### config.mk
export PLATFORM = sky130hd
export DESIGN_NAME = decode_stage
export DESIGN_NICKNAME = d
export VERILOG_FILES = /design/src/rtl/decode_pkg.sv /design/src/rtl/decode_comb.sv /design/src/rtl/decode_stage.sv
export SDC_FILE = /design/constraint.sdc
export NUM_CORES = 1
export LEC_CHECK = 0
export BUFFER_PORTS_ARGS = -buffer_cell sky130_fd_sc_hd__buf_2
export CORE_MARGIN = 2
export CORE_UTILIZATION = 55
export DETAILED_ROUTE_END_ITERATION = 8
export PLACE_DENSITY = 0.86
export SYNTH_ARGS = -nofsm -noshare
export SYNTH_HDL_FRONTEND = slang
export SYNTH_SLANG_ARGS = --single-unit
export TNS_END_PERCENT = 5
### constraint.sdc
create_clock -name clk -period 3 [get_ports clk]
set_input_delay 0.3 -clock clk [delete_from_list [all_inputs] [get_ports clk]]
set_output_delay 0.3 -clock clk [all_outputs]
set_load 0.01 [all_outputs]
### src/rtl/decode_pkg.sv
// Shared opcode constants, ALU-op encodings and bundle types for the decode stage.
package decode_pkg;

    localparam logic [6:0] OPC_LOAD   = 7'b0000011;
    localparam logic [6:0] OPC_OP_IMM = 7'b0010011;
    localparam logic [6:0] OPC_STORE  = 7'b0100011;
    localparam logic [6:0] OPC_BRANCH = 7'b1100011;
    localparam logic [6:0] OPC_LUI    = 7'b0110111;
    localparam logic [6:0] OPC_AUIPC  = 7'b0010111;
    localparam logic [6:0] OPC_JAL    = 7'b1101111;
    localparam logic [6:0] OPC_JALR   = 7'b1100111;
    localparam logic [6:0] OPC_OP     = 7'b0110011;
    localparam logic [6:0] OPC_FENCE  = 7'b0001111;
    localparam logic [6:0] OPC_SYSTEM = 7'b1110011;

    localparam logic [1:0] ALU_OP_ADD    = 2'b00;
    localparam logic [1:0] ALU_OP_BRANCH = 2'b01;
    localparam logic [1:0] ALU_OP_RTYPE  = 2'b10;
    localparam logic [1:0] ALU_OP_ITYPE  = 2'b11;

    typedef struct packed {
        logic       branch;
        logic       jump;
        logic       mem_read;
        logic       memtoreg;
        logic       mem_write;
        logic       alu_src;
        logic       write_enable;
        logic [1:0] alu_op;
        logic       jalr;
        logic       pc_src;
        logic       mul_div;
        logic       illegal;
    } ctrl_t;

    // Width-independent part of a buffered entry; pc and immediate live beside it.
    typedef struct packed {
        ctrl_t      ctrl;
        logic [4:0] rd;
        logic [4:0] rs1;
        logic [4:0] rs2;
        logic [2:0] funct3;
    } entry_t;

endpackage

### src/rtl/decode_comb.sv
// Combinational RV32I/RV64I instruction decoder: control bundle plus sign-extended immediate.
// DECODE_RVM_EN: when defined, OP with funct7=0000001 decodes as an M-extension op.
module decode_comb
    import decode_pkg::*;
#(
    parameter int XLEN = 32
) (
    input  logic [31:0]     instr,
    output ctrl_t           ctrl,
    output logic [XLEN-1:0] immediate
);

    logic [6:0]  opcode;
    logic [2:0]  funct3;
    logic [6:0]  funct7;
    logic [31:0] imm_i, imm_s, imm_b, imm_u, imm_j;
    logic [31:0] imm32;

    assign opcode = instr[6:0];
    assign funct3 = instr[14:12];
    assign funct7 = instr[31:25];

    assign imm_i = {{20{instr[31]}}, instr[31:20]};
    assign imm_s = {{20{instr[31]}}, instr[31:25], instr[11:7]};
    assign imm_b = {{19{instr[31]}}, instr[31], instr[7], instr[30:25], instr[11:8], 1'b0};
    assign imm_u = {instr[31:12], 12'b0};
    assign imm_j = {{11{instr[31]}}, instr[31], instr[19:12], instr[20], instr[30:21], 1'b0};

    always_comb begin
        ctrl  = '0;
        imm32 = '0;
        case (opcode)
            OPC_LOAD: begin
                ctrl.alu_src      = 1'b1;
                ctrl.memtoreg     = 1'b1;
                ctrl.mem_read     = 1'b1;
                ctrl.write_enable = 1'b1;
                imm32             = imm_i;
            end
            OPC_OP_IMM: begin
                ctrl.alu_src      = 1'b1;
                ctrl.write_enable = 1'b1;
                ctrl.alu_op       = ALU_OP_ITYPE;
                imm32             = imm_i;
            end
            OPC_STORE: begin
                ctrl.alu_src   = 1'b1;
                ctrl.mem_write = 1'b1;
                imm32          = imm_s;
            end
            OPC_BRANCH: begin
                ctrl.branch = 1'b1;
                ctrl.alu_op = ALU_OP_BRANCH;
                imm32       = imm_b;
            end
            OPC_LUI: begin
                ctrl.alu_src      = 1'b1;
                ctrl.write_enable = 1'b1;
                imm32             = imm_u;
            end
            OPC_AUIPC: begin
                ctrl.alu_src      = 1'b1;
                ctrl.pc_src       = 1'b1;
                ctrl.write_enable = 1'b1;
                imm32             = imm_u;
            end
            OPC_JAL: begin
                ctrl.jump         = 1'b1;
                ctrl.pc_src       = 1'b1;
                ctrl.write_enable = 1'b1;
                imm32             = imm_j;
            end
            OPC_JALR: begin
                ctrl.jump         = 1'b1;
                ctrl.jalr         = 1'b1;
                ctrl.alu_src      = 1'b1;
                ctrl.write_enable = 1'b1;
                imm32             = imm_i;
            end
            OPC_OP: begin
                // Only ADD/SUB and SRL/SRA use the alternate funct7 encoding.
                if (funct7 == 7'b0000000 ||
                    (funct7 == 7'b0100000 && (funct3 == 3'b000 || funct3 == 3'b101))) begin
                    ctrl.write_enable = 1'b1;
                    ctrl.alu_op       = ALU_OP_RTYPE;
                end
`ifdef DECODE_RVM_EN
                else if (funct7 == 7'b0000001) begin
                    ctrl.write_enable = 1'b1;
                    ctrl.alu_op       = ALU_OP_RTYPE;
                    ctrl.mul_div      = 1'b1;
                end
`endif
                else begin
                    ctrl.illegal = 1'b1;
                end
            end
            OPC_FENCE, OPC_SYSTEM: begin
                ctrl = '0;
            end
            default: begin
                ctrl.illegal = 1'b1;
            end
        endcase
    end

    assign immediate = XLEN'($signed(imm32));

endmodule

### src/rtl/decode_stage.sv
// Registered decode stage with valid/ready on both sides; DEPTH=2 adds a skid entry so
// in_ready comes straight from a flop. DECODE_RVM_EN (see decode_comb) enables M-extension decode.
module decode_stage
    import decode_pkg::*;
#(
    parameter int XLEN  = 32,
    parameter int DEPTH = 2
) (
    input  logic            clk,
    input  logic            rst_n,
    input  logic            flush,
    input  logic            in_valid,
    output logic            in_ready,
    input  logic [31:0]     in_instr,
    input  logic [XLEN-1:0] in_pc,
    output logic            out_valid,
    input  logic            out_ready,
    output logic [XLEN-1:0] out_pc,
    output logic            out_branch,
    output logic            out_jump,
    output logic            out_mem_read,
    output logic            out_memtoreg,
    output logic            out_mem_write,
    output logic            out_alu_src,
    output logic            out_write_enable,
    output logic [1:0]      out_alu_op,
    output logic            out_jalr,
    output logic            out_pc_src,
    output logic            out_mul_div,
    output logic [XLEN-1:0] out_immediate,
    output logic [4:0]      out_rd,
    output logic [4:0]      out_rs1,
    output logic [4:0]      out_rs2,
    output logic [2:0]      out_funct3,
    output logic            out_illegal
);

    ctrl_t           dec_ctrl;
    logic [XLEN-1:0] dec_imm;
    entry_t          dec_ent;

    logic            main_valid;
    entry_t          main_ent;
    logic [XLEN-1:0] main_pc;
    logic [XLEN-1:0] main_imm;
    logic            accept;

    decode_comb #(.XLEN(XLEN)) u_decode_comb (
        .instr     (in_instr),
        .ctrl      (dec_ctrl),
        .immediate (dec_imm)
    );

    assign dec_ent = {dec_ctrl, in_instr[11:7], in_instr[19:15], in_instr[24:20], in_instr[14:12]};
    assign accept  = in_valid && in_ready;

    generate
        if (DEPTH == 1) begin : g_single
            assign in_ready = !main_valid || out_ready;

            always_ff @(posedge clk or negedge rst_n) begin
                if (!rst_n) begin
                    main_valid <= 1'b0;
                    main_ent   <= '0;
                    main_pc    <= '0;
                    main_imm   <= '0;
                end else if (flush) begin
                    main_valid <= 1'b0;
                end else if (accept) begin
                    main_valid <= 1'b1;
                    main_ent   <= dec_ent;
                    main_pc    <= in_pc;
                    main_imm   <= dec_imm;
                end else if (out_ready) begin
                    main_valid <= 1'b0;
                end
            end
        end else begin : g_skid
            logic            skid_valid;
            entry_t          skid_ent;
            logic [XLEN-1:0] skid_pc;
            logic [XLEN-1:0] skid_imm;

            // Skid can only hold data while it is occupied, so in_ready is just its empty flag.
            assign in_ready = !skid_valid;

            always_ff @(posedge clk or negedge rst_n) begin
                if (!rst_n) begin
                    main_valid <= 1'b0;
                    main_ent   <= '0;
                    main_pc    <= '0;
                    main_imm   <= '0;
                    skid_valid <= 1'b0;
                    skid_ent   <= '0;
                    skid_pc    <= '0;
                    skid_imm   <= '0;
                end else if (flush) begin
                    main_valid <= 1'b0;
                    skid_valid <= 1'b0;
                end else if (!main_valid || out_ready) begin
                    if (skid_valid) begin
                        main_valid <= 1'b1;
                        main_ent   <= skid_ent;
                        main_pc    <= skid_pc;
                        main_imm   <= skid_imm;
                        skid_valid <= 1'b0;
                    end else if (accept) begin
                        main_valid <= 1'b1;
                        main_ent   <= dec_ent;
                        main_pc    <= in_pc;
                        main_imm   <= dec_imm;
                    end else begin
                        main_valid <= 1'b0;
                    end
                end else if (accept) begin
                    skid_valid <= 1'b1;
                    skid_ent   <= dec_ent;
                    skid_pc    <= in_pc;
                    skid_imm   <= dec_imm;
                end
            end
        end
    endgenerate

    assign out_valid        = main_valid;
    assign out_pc           = main_pc;
    assign out_immediate    = main_imm;
    assign out_branch       = main_ent.ctrl.branch;
    assign out_jump         = main_ent.ctrl.jump;
    assign out_mem_read     = main_ent.ctrl.mem_read;
    assign out_memtoreg     = main_ent.ctrl.memtoreg;
    assign out_mem_write    = main_ent.ctrl.mem_write;
    assign out_alu_src      = main_ent.ctrl.alu_src;
    assign out_write_enable = main_ent.ctrl.write_enable;
    assign out_alu_op       = main_ent.ctrl.alu_op;
    assign out_jalr         = main_ent.ctrl.jalr;
    assign out_pc_src       = main_ent.ctrl.pc_src;
    assign out_mul_div      = main_ent.ctrl.mul_div;
    assign out_illegal      = main_ent.ctrl.illegal;
    assign out_rd           = main_ent.rd;
    assign out_rs1          = main_ent.rs1;
    assign out_rs2          = main_ent.rs2;
    assign out_funct3       = main_ent.funct3;

endmodule
==> impl_metrics.env <==
export IMPL_die_h_um=126.8
export IMPL_grt_setup_unrepaired="no"
export IMPL_yosysSeqAreaShare_pct=56.71
export IMPL_fillCellCount=1167
export IMPL_grt_max_degree=75
export IMPL_yosys_area_share_xor_xnor_pct=0.1056
export IMPL_io_pins=166
export IMPL_muxShareOfSynthArea_pct=6.290
export IMPL_area_growth_pct=18.55
export IMPL_skew_ns=0.008503
export IMPL_synthAdderAreaFrac_pct=0
export IMPL_drv_cap=0
export IMPL_path_buf_inv=0
export IMPL_synth_top_family_by_area="simple AND/OR/NAND/NOR gates"
export IMPL_avgViaCountPerCell=5.765
export IMPL_synth_ff_type="dfrtp_1"
export IMPL_fin_crit_sh_pct=76.47
export IMPL_fin_nets=1066
export IMPL_critPathLaunchType="register"
export IMPL_grt_overflow=0
export IMPL_yosysUniqueCellTypes=54
export IMPL_cp_required_ns=3.26
export IMPL_final_antenna_net_count=0
export IMPL_placed_area_um2=9235
export IMPL_cp_end_kind="register"
export IMPL_antenna_found_initial=0
export IMPL_critPathKind="reg -> reg"
export IMPL_critical_path_top_delay_family="compound AO/OA/AOI/OAI gates"
export IMPL_ctsHoldBuffers=1
export IMPL_insertion_delay_ns=0.44
export IMPL_firstDrtPassIters=5
export IMPL_layout_drive_gt1_share_pct=22.67
export IMPL_p_leak_uw=0.004679
export IMPL_multi_input_area_um2=3289
export IMPL_min_period_ns=2.294
export IMPL_ctsHtreeMaxLevel=4
export IMPL_finalHoldViolations=0
export IMPL_outcome="complete, no violations"
export IMPL_drc=0
export IMPL_fmax_mhz=435.9
export IMPL_wl_mm=20.80
export IMPL_setup_violations=0
export IMPL_synthesis_nets=931
export IMPL_cts_num_sinks=188
export IMPL_crit_fanout=23
export IMPL_grt_pass1_wl_mm=34.24
export IMPL_start_util_pct=56.65
export IMPL_syn_avg_cell_area_um2=9.623
export IMPL_synth_edf_count=0
export IMPL_cts_root_buf="clkbuf_16"
export IMPL_die_w_um=126.8
export IMPL_worstMarginPinSlew_ns=1.052
export IMPL_crit_arrival_ns=2.56
export IMPL_post_cts_resized=0
export IMPL_cts_tree="yes"
export IMPL_ir_drop_mv=0.4227
export IMPL_drt_iter0_markers=642
export IMPL_yosys_warnings=0
export IMPL_timing_setup_tns_ns=0
export IMPL_antenna_cells=0
export IMPL_critical_path_max_stage_delay_ns=0.74
export IMPL_hold_class="in -> reg"
export IMPL_cp_cell_sequence="nor3b_2, nand2_4, o22ai_1, a21oi_1"
export IMPL_ctsLongestPathBuffers=2
export IMPL_routabilityCongestion=0.8501
export IMPL_ys_ff_latch=188
export IMPL_die_area_um2=16080
export IMPL_cts_buffers=17
export IMPL_stdcell_area_um2=9834
export IMPL_layout_area_seq_um2=4708
export IMPL_grt_pass1_vias=6705
export IMPL_async_flop_share_pct=100.0
export IMPL_power_density_nw_per_um2=647.8
export IMPL_synth_simple_area_share_pct=18.61
export IMPL_port_buffer_count=164
export IMPL_core_area_um2=14640
export IMPL_hpwl_mm=14.00
export IMPL_via_count=6884
export IMPL_synth_compound_area_share_pct=14.42
export IMPL_slew_violations=0
export IMPL_clk_pin_slew_ns=0.07
export IMPL_relSlewSlack_pct=29.85
export IMPL_post_cts_setup_buffer_count=0
export IMPL_wl_per_cell_um=17.42
export IMPL_track_usage_pct=26.87
export IMPL_syn_area_um2=8295
export IMPL_slowest_stage="o22ai_1"
export IMPL_syn_inst=862
export IMPL_rows=44
[routing by layer]
layer  vias up  share of wire (%)  wire, um  GRT usage [%]
li1       3218                  -         -              -
met1      3341                 42      8823          36.83
met2       280                 47      9713          41.33
met3        45                8.2      1710          7.170
met4         0                2.7       552          10.47
met5         -                  0         0              0
[kinds of logic after synthesis]
kind of cell,after synthesis
AOI/OAI and AO/OA,189
and+or+nand+nor,363
buffers and inverters,68
muxes,52
other,1
DFF,188
xor gates and xnor gates,1
[synth_stat cells, types with 5 or more instances]
| cell | n | share of area (%) |
|---|---|---|
| a211oi_1 | 17 | 1.5 |
| nand3_1 | 7 | 0.42 |
| buf_2 | 19 | 1.1 |
| nand2_1 | 254 | 11 |
| o22ai_1 | 9 | 0.68 |
| o31ai_1 | 5 | 0.45 |
| o211ai_1 | 10 | 0.90 |
| o21ai_0 | 70 | 4.2 |
| clkbuf_1 | 38 | 1.7 |
| nor3_1 | 19 | 1.1 |
| mux2i_1 | 51 | 6.2 |
| dfrtp_1 | 188 | 57 |
| nor2_1 | 42 | 1.9 |
| o21bai_1 | 5 | 0.45 |
| a22oi_1 | 5 | 0.45 |
| a22o_1 | 6 | 0.63 |
| a31oi_1 | 5 | 0.38 |
| nor4_1 | 9 | 0.68 |
| a21oi_1 | 34 | 2.1 |
| and3_1 | 6 | 0.45 |
| a221o_1 | 6 | 0.72 |
[path summary, 6_finish.rpt]
path	endpoint	start	cells after the start	slack (ns)
min reg2reg	g_skid.skid_pc[30]	g_skid.skid_pc[30]	2	0.48
min	g_skid.skid_pc[15]	in_pc[15]	3	0.06
max	g_skid.skid_imm[28]	g_skid.skid_valid	4	0.71
max in group asynchronous	out_immediate[19]	rst_n	3	1.74
min in group asynchronous	out_alu_src	rst_n	2	0.44
max reg2reg	g_skid.skid_imm[28]	g_skid.skid_valid	4	0.71
[cells in the final DEF (no fill, tap or decap), drive strengths merged, types with 5 or more instances in the layout]
cell type	n
a221o	6
o22ai	11
o211ai	10
a22o	6
clkinv	5
and3	6
nor2	42
a22oi	5
a21oi	36
a211oi	17
buf	178
nor4	9
nor3	20
clkbuf	23
o21ai	70
nand2	254
dfrtp	188
nand3	7
a31oi	5
o31ai	5
o21bai	5
mux2i	51
[worst min-delay path, delay by kind of cell]
family	cells	cell delay, ns
buf+inv	1	0.08
simple gates	2	0.08
[report_power, final]
| part | internal, uW | leakage [uW] | total (uW) | switching, uW |
|---|---|---|---|---|
| logic | 388 | 0.00200 | 964 | 576 |
| registers | 2930 | 0.00239 | 3160 | 225 |
| clock network | 1290 | 0.000282 | 2250 | 957 |
| total | 4610 | 0.00468 | 6370 | 1760 |
[cell type report]
type                            instances  share of cell area, %
Tap cell                              184                  2.341
Inverter                                4                 0.1527
Sequential cell                       188                  47.88
Clock inverter                         10                  1.170
Clock buffer                           22                  4.822
Multi-Input combinational cell        606                  33.45
Timing Repair Buffer                  180                  10.19
[state kept, by name (all words and copies together) (netlist names), 2 cells and up]
signal / cells
out_immediate: 32
out_rd: 5
out_rs1: 5
g_skid.skid_pc: 32
out_rs2: 5
g_skid.skid_imm: 32
out_pc: 32
out_funct3: 3
out_alu_op: 2
g_skid.skid_ent: 29
[per-stage QoR]
step	hold WS, ns	util [%]	setup slack (ns)	instances	power, uW
floorplan	0.004409	-	1.252	862	3700
global placement	0.3496	63.06	0.8274	1161	4107
detailed placement	0.3541	63.06	0.7804	1161	4164
CTS	0.05187	67.16	0.7606	1194	6404
global route	0.06562	67.16	0.5783	1194	6688
finish	0.06205	67.16	0.7060	1194	6371
Note: power is estimated with default switching activity, not from simulation.
